**config.mk**
```make
export PLATFORM = sky130hd
export DESIGN_NAME = rr_arb_mux
export DESIGN_NICKNAME = d
export VERILOG_FILES = /design/src/rtl/rr_arb_mux.sv
export SDC_FILE = /design/constraint.sdc
export NUM_CORES = 1
export LEC_CHECK = 0
export BUFFER_PORTS_ARGS = -buffer_cell sky130_fd_sc_hd__buf_2
export CAP_MARGIN = 0
export CELL_PAD_IN_SITES_DETAIL_PLACEMENT = 0
export CELL_PAD_IN_SITES_GLOBAL_PLACEMENT = 2
export CORE_MARGIN = 8
export CORE_UTILIZATION = 24
export CTS_CLUSTER_SIZE = 10
export DETAILED_ROUTE_END_ITERATION = 6
export PLACE_DENSITY = 0.83
export SETUP_SLACK_MARGIN = 0.02
export SLEW_MARGIN = 0
export SYNTH_ARGS = -nofsm -noshare
export SYNTH_HDL_FRONTEND = slang
export SYNTH_SLANG_ARGS = --single-unit
```
**constraint.sdc**
```tcl
create_clock -name clk -period 2.2 [get_ports clk]
set_input_delay 0.11 -clock clk [delete_from_list [all_inputs] [get_ports clk]]
set_output_delay 0.11 -clock clk [all_outputs]
set_load 0.1 [all_outputs]
```
**src/rtl/rr_arb_mux.sv**
```systemverilog
// N-channel arbitrating mux with one registered output stage.
// Grant comes from an external select, fixed priority or a round-robin pointer, chosen by MODE.
module rr_arb_mux #(
  parameter int XLEN = 32,
  parameter int NCH  = 4,
  parameter int MODE = 2,
  localparam int SELW = (NCH > 1) ? $clog2(NCH) : 1
) (
  input  logic                  clk,
  input  logic                  rst_n,
  input  logic [NCH*XLEN-1:0]   in_data,
  input  logic [NCH-1:0]        in_valid,
  output logic [NCH-1:0]        in_ready,
  input  logic [SELW-1:0]       sel,
  output logic [XLEN-1:0]       out_data,
  output logic [SELW-1:0]       out_ch,
  output logic                  out_valid,
  input  logic                  out_ready
);

  // Handshake: a word moves on a port when its valid and ready are both high at a
  // rising clk edge. in_ready may depend on out_ready; the outputs never do.

  logic            load_en;
  logic            grant_valid;
  logic            xfer;
  logic [SELW-1:0] grant;
  logic [SELW:0]   rr_sum;
  logic [SELW-1:0] rr_idx;

  logic            out_valid_q, out_valid_d;
  logic [XLEN-1:0] out_data_q, out_data_d;
  logic [SELW-1:0] out_ch_q, out_ch_d;
  logic [SELW-1:0] ptr_q, ptr_d;

  assign load_en = !out_valid_q || out_ready;

  always_comb begin
    grant       = '0;
    grant_valid = 1'b0;
    rr_sum      = '0;
    rr_idx      = '0;
    if (MODE == 0) begin
      if (int'(sel) < NCH) begin
        grant       = sel;
        grant_valid = in_valid[sel];
      end
    end else if (MODE == 1) begin
      for (int i = NCH - 1; i >= 0; i--) begin
        if (in_valid[i]) begin
          grant       = SELW'(i);
          grant_valid = 1'b1;
        end
      end
    end else begin
      // Walk the offsets downward so the nearest requester after ptr wins.
      for (int k = NCH - 1; k >= 0; k--) begin
        rr_sum = {1'b0, ptr_q} + (SELW + 1)'(k);
        if (rr_sum >= (SELW + 1)'(NCH)) rr_sum = rr_sum - (SELW + 1)'(NCH);
        rr_idx = rr_sum[SELW-1:0];
        if (in_valid[rr_idx]) begin
          grant       = rr_idx;
          grant_valid = 1'b1;
        end
      end
    end
  end

  // rst_n gates the transfer so nothing is accepted while reset is held.
  assign xfer = rst_n && load_en && grant_valid;

  always_comb begin
    in_ready = '0;
    for (int i = 0; i < NCH; i++) begin
      in_ready[i] = xfer && (grant == SELW'(i));
    end
  end

  always_comb begin
    out_valid_d = out_valid_q;
    out_data_d  = out_data_q;
    out_ch_d    = out_ch_q;
    ptr_d       = ptr_q;
    if (load_en) out_valid_d = grant_valid;
    if (xfer) begin
      out_data_d = in_data[int'(grant)*XLEN +: XLEN];
      out_ch_d   = grant;
      if (MODE == 2) ptr_d = (int'(grant) == NCH - 1) ? '0 : grant + 1'b1;
    end
  end

  always_ff @(posedge clk or negedge rst_n) begin
    if (!rst_n) begin
      out_valid_q <= 1'b0;
      out_data_q  <= '0;
      out_ch_q    <= '0;
      ptr_q       <= '0;
    end else begin
      out_valid_q <= out_valid_d;
      out_data_q  <= out_data_d;
      out_ch_q    <= out_ch_d;
      ptr_q       <= ptr_d;
    end
  end

  assign out_valid = out_valid_q;
  assign out_data  = out_data_q;
  assign out_ch    = out_ch_q;

endmodule

```
==> results.yml, run 1 <==
finish:
  nNetsFinal: 596
  n_fill_cell: 1199
  layout_commonest_cell: "buf_2"
  n_antenna_cell: 0
  syn2layout_area_growth_pct: 45.14
  final_layout_size_suffix_gt1_share_pct: 52.94
  layout_common_cells: "buf_2 (169), dfrtp_1 (35), nand2_1 (34)"
sta:
  setup_viol: 0
  fmax_ghz: 0.4801
  fin_crit_sh_pct: 94.69
  finClkSkew_ns: 0.005166
  slew_headroom_pct: 64.37
  drv_slew: 0
  hold_violations: 0
  timing.final.crit_period_ns: 2.083
  rsz0062_at_grt: "false"
  worst_slew_pin_slew_ns: 0.5344
  tns_ns: 0
cts:
  clk_latency_ns: 0.28
  path_clk_slew_ns: 0.06
  cts_tree: "done"
  cts_sinks: 37
  cts.path.max_buffers: 2
  cts_made_buffers: 5
  cts_root_buf: "clkbuf_16"
  cts_htree_levels: 2
power_and_ir_drop:
  switching_share_pct: 57.14
  power_uw: 5066
  switchingPower_uw: 2895
  power_per_cell_area_nw_per_um2: 1243
  power.leakage_uw: 0.002021
  p_clk_share_pct: 15.9
  peakVddDrop_mv: 0.5684
  p_seq_share_pct: 20.4
  p_int_uw: 2171
  combPwrFrac_pct: 63.6
worst_setup_path:
  cpMaxStageDelayCell: "dfrtp_2"
  crit_buf_inv: 2
  cp.required_ns: 2.09
  start_kind: "register"
  worstSetupPathType: "reg -> out"
  r2r_slack_ns: 0.21
  regToRegEndpoint: "out_data[12]"
  r2r-start: "ptr_q[1]"
  critical_path.max_fanout: 17
  reg2reg_depth: 8
  max_stage_delay_ns: 0.45
  crit_path_frequent_cell: "buf_12"
  path_cells: "mux2i_2 -> o22a_2 -> nand2_8 -> buf_12 -> nor3_4 -> buf_12"
  crit_arrival_ns: 1.97
  end_kind: "output pin"
  cp_top_family: "flip-flops"
yosys:
  async_flop_share_pct: 100.0
  syn_inst: 292
  yosys_warnings: 0
  synthesis.nets: 429
  netlist_area_um2: 2808
  yosysSeqAreaShare_pct: 32.98
  synth_edf_count: 0
  synth-seq-cells: 37
  syn_area_per_cell_um2: 9.615
  synthFlopType: "dfrtp_1"
  synth_cell_type_count: 31
floorplan:
  core_area_um2: 11420
  die_x_um: 124.2
  start_util_pct: 24.59
  io_pins: 176
  dieArea_um2: 15420
  num_rows: 39
  fp.dieH_um: 124.2
routing:
  wl_per_cell_um: 18.64
  avgViaCountPerCell: 4.990
  drtAntennaViolNets: 0
  vias: 3004
  first_pass_iters: 4
  routed_wl_um: 11220
  drt_iter0_markers: 114
  route.detailed.drc: 0
outcome:
  status: "finished clean"
grt:
  gr-total-overflow: 0
  antenna_found_initial: 0
  grt_usage_pct: 13.92
  grt_max_degree: 38
  grt_pass1_vias: 3294
  grt_pass1_wl_um: 17020
run:
  drv_cap: 0
min_path:
  hold_class: "in -> reg"
  whs_endpoint: "out_data[29]"
  whs_path_depth: 3
  hp-start: "in_data[61]"
placed_design:
  place_congestion: 0.7102
  portBuffers: 173
  dpl.hpwl_um: 8209
[power by group through the flow]
stage	Clock [µW]	Combinational, µW	Sequential, µW
3_5_place_dp	0	3220	1040
2_1_floorplan	0	1040	2580
5_1_grt	869	3380	1060
4_1_cts	843	3220	1040
6_report	808	3220	1030
3_3_place_gp	0	3190	1030
[logic make-up (layout without fill, tap and decap cells)]
group / after synthesis / count (layout) / synth area share, %
and+or+nand+nor: 80 / 80 / 13.64
xor gates and xnor gates: 1 / 1 / 0.3120
DFF: 37 / 37 / 32.98
AOI/OAI and AO/OA: 107 / 107 / 32.09
buffers and inverters: 34 / 201 / 9.224
muxes: 33 / 33 / 11.76
[through the flow]
stage / utilization, % / std cells / setup WS (ns) / hold slack, ns / cell area (µm²)
after detailed placement: 33.89 / 591 / 0.2122 / 0.2724 / 3870
after floorplan: - / 292 / 0.09237 / -0.1856 / 2840
after global placement: 33.89 / 591 / 0.2464 / 0.2655 / 3870
after global routing: 35.69 / 602 / 0.02774 / 0.1295 / 4075
final: 35.69 / 602 / 0.1169 / 0.1240 / 4075
after CTS: 35.42 / 599 / 0.04184 / 0.1184 / 4044
[state kept, by name, summed over array words and instances (netlist names)]
signal,cells
out_ch,2
out_valid,1
ptr_q,2
out_data,32
[routing by layer]
layer	GRT usage, %	part of all wire (%)
met1	16.98	43
met2	24.41	49
met3	3.445	8.2
met5	0	0
met4	2.528	0.53
[layout make-up]
class	count	area, µm²	share of cell area [%]
Sequential cell	37	928.4	22.78
Inverter	1	3.754	0.09211
Clock buffer	5	125.1	3.070
Tap cell	143	178.9	4.391
Clock inverter	2	35.03	0.8597
Multi-Input combinational cell	221	1700	41.73
Timing Repair Buffer	193	1104	27.08
[worst max-delay path by stage]
| stage | startpoint | endpoint | slack (ns) | cells after the start |
|---|---|---|---|---|
| final | ptr_q[1] | in_ready[3] | 0.12 | 6 |
| after floorplan | out_valid | in_ready[3] | 0.09 | 5 |
| after global placement | ptr_q[1] | in_ready[1] | 0.25 | 6 |
| after CTS | ptr_q[1] | in_ready[3] | 0.04 | 6 |
| after detailed placement | ptr_q[1] | in_ready[1] | 0.21 | 6 |
| after global routing | ptr_q[1] | in_ready[3] | 0.03 | 6 |
[synth_stat cells (all sizes together), types with 3 or more instances]
| cell type | n | area [µm²] |
|---|---|---|
| mux2i | 33 | 330.3 |
| nand3 | 33 | 165.2 |
| a21oi | 3 | 15.01 |
| buf | 31 | 247.7 |
| dfrtp | 37 | 925.9 |
| nand2 | 35 | 147.6 |
| o211ai | 32 | 385.4 |
| nand2b | 3 | 18.77 |
| o21ai | 34 | 170.2 |
| a211o | 32 | 280.3 |
| nor2 | 3 | 11.26 |
[worst reg2reg max path: stages, from the launching register on]
cell	delay, ns
dfrtp_2	0.45
mux2i_2	0.27
o22a_2	0.24
buf_4	0.13
buf_4	0.09
buf_4	0.25
nand3_1	0.13
a211o_1	0.27
o211ai_1	0.08
[repair_timing]
item                                    CTS  global route
endpoints found under the setup margin    2             2
gates resized for setup                   2             2
hold buffers                              1             0
pin swaps                                 0             1
hold endpoints to repair                 37             0
setup buffers                             0             3
Power figures use the tool's default switching activity.
==> inputs of run 2 (changes only) <==
--- a/config.mk
+++ b/config.mk
@@ -13,7 +13,7 @@
 export CORE_UTILIZATION = 24
 export CTS_CLUSTER_SIZE = 10
 export DETAILED_ROUTE_END_ITERATION = 6
-export PLACE_DENSITY = 0.83
+export PLACE_DENSITY = 0.85
 export SETUP_SLACK_MARGIN = 0.02
 export SLEW_MARGIN = 0
 export SYNTH_ARGS = -nofsm -noshare
==> run 2 against run 1 <==
Hold slack better by 0.0082 ns. First-iteration DRC count is 2.6% higher. Critical path depth stayed put. Total power down 2.6%. Register-to-register slack better by 0.03 ns. Core utilization is 0.14 points lower. Largest cell class unchanged.
==> results.yml, run 2 (synthesis results as in run 1) <==
sta:
  finClkSkew_ns: 0.006127
  drv_slew: 0
  hold_violations: 0
  worst_slack_ns: 0.1558
  fin_crit_sh_pct: 92.92
  setup_viol: 0
  tns_ns: 0
  fmax_ghz: 0.4892
  slew_headroom_pct: 65.49
  worst_slew_pin_slew_ns: 0.5176
  rsz0062_at_grt: "false"
  timing.final.crit_period_ns: 2.044
placed_design:
  portBuffers: 173
  dp_slack_ns: 0.2426
  dpl.hpwl_um: 8182
  place_congestion: 0.7233
finish:
  largest_register_ffs: 32
  layout_commonest_cell: "buf_2"
  final_layout_size_suffix_gt1_share_pct: 52.72
  final_util_pct: 35.55
  n_fill_cell: 1204
  nNetsFinal: 595
  layout_common_cells: "buf_2 (169), dfrtp_1 (35), nand2_1 (34)"
  syn2layout_area_growth_pct: 44.56
  n_antenna_cell: 0
cts:
  cts_sinks: 37
  cts_made_buffers: 5
  cts_htree_levels: 2
  cts.path.max_buffers: 2
  cts_root_buf: "clkbuf_16"
  path_clk_slew_ns: 0.06
  clk_latency_ns: 0.28
  cts_tree: "done"
floorplan:
  die_x_um: 124.2
  num_rows: 39
  fp.dieH_um: 124.2
  io_pins: 176
  dieArea_um2: 15420
  core_area_um2: 11420
  start_util_pct: 24.59
grt:
  grt_usage_pct: 13.46
  grt_max_degree: 38
  antenna_found_initial: 0
  grt_pass1_vias: 3216
  gr-total-overflow: 0
  grt_pass1_wl_um: 16540
routing:
  wl_per_cell_um: 18.07
  route.detailed.drc: 0
  drtAntennaViolNets: 0
  routed_wl_um: 10880
  first_pass_iters: 4
  vias: 2945
  avgViaCountPerCell: 4.892
  drt_iter0_markers: 117
worst_setup_path:
  end_kind: "output pin"
  r2r_slack_ns: 0.24
  crit_arrival_ns: 1.93
  worstSetupPathType: "reg -> out"
  reg2reg_depth: 6
  start_kind: "register"
  critical_path.max_fanout: 15
  cp.required_ns: 2.09
run:
  drv_cap: 0
min_path:
  hold_class: "in -> reg"
  whs_path_depth: 3
power_and_ir_drop:
  power.leakage_uw: 0.002011
  peakVddDrop_mv: 0.5695
  power_per_cell_area_nw_per_um2: 1216
outcome:
  status: "finished clean"
-- run 2: changes by cell type in the layout (fill, tap and decap cells not counted), sizes merged --
| cell | delta |
|---|---|
| buf | -1 |
| bufinv | -1 |
| clkbuf | +1 |
| clkinv | +1 |
-- run 2: worst paths after layout --
check | to | startpoint
max | in_ready[2] | ptr_q[1]
min | out_data[19] | in_data[51]
max reg2reg | out_data[22] | ptr_q[1]
min reg2reg | out_ch[0] | out_ch[0]
max in group asynchronous | ptr_q[1] | rst_n
min in group asynchronous | out_ch[1] | rst_n
-- run 2: per-layer routing --
metal | wire length (µm) | global-route usage, % | up-vias
li1 | - | - | 1429
met1 | 4554 | 16.14 | 1398
met2 | 5227 | 23.24 | 114
met3 | 1053 | 4.442 | 4
met4 | 41 | 2.156 | 0
met5 | 0 | 0 | -
-- run 2: layout make-up --
cell class              count  area, µm²  area share [%]
well taps                 143      178.9           4.408
inverters                   1      3.754         0.09248
flip-flops and latches     37      928.4           22.87
multi-input cells         221       1700           41.89
clock inverters             2      10.01          0.2466
repair buffers            192       1109           27.31
clock buffers               6      128.9           3.175
-- run 2: worst max-delay path, cell delays in order (launching register included) --
cell	delay, ns
dfrtp_2	0.47
mux2i_2	0.19
o22ai_2	0.18
buf_4	0.25
nor2_1	0.13
nor3_4	0.24
buf_12	0.20
-- run 2: per-stage QoR --
| stage | power (µW) | hold WS (ns) | instance area (µm²) | cells |
|---|---|---|---|---|
| final | 4936 | 0.1322 | 4059 | 602 |
| after global routing | 5180 | 0.1449 | 4059 | 602 |
| after CTS | 4970 | 0.1263 | 4023 | 600 |
| after detailed placement | 4246 | 0.2577 | 3870 | 591 |
| after global placement | 4219 | 0.2571 | 3870 | 591 |
| after floorplan | 3619 | -0.1856 | 2840 | 292 |
-- run 2: timing repair --
item | in CTS | in global routing
hold buffers | 1 | 0
resized for setup | 2 | 2
endpoints found under the hold margin | 37 | 0
pin swaps | 0 | 2
setup buffers | 0 | 2
setup endpoints to repair | 2 | 2
-- run 2: power by group --
| group | leakage, µW | total (µW) | switching, µW | internal, µW |
|---|---|---|---|---|
| Clock | 0.0000706 | 693 | 276 | 416 |
| Sequential | 0.000454 | 1030 | 128 | 903 |
| Combinational | 0.00149 | 3210 | 2470 | 741 |
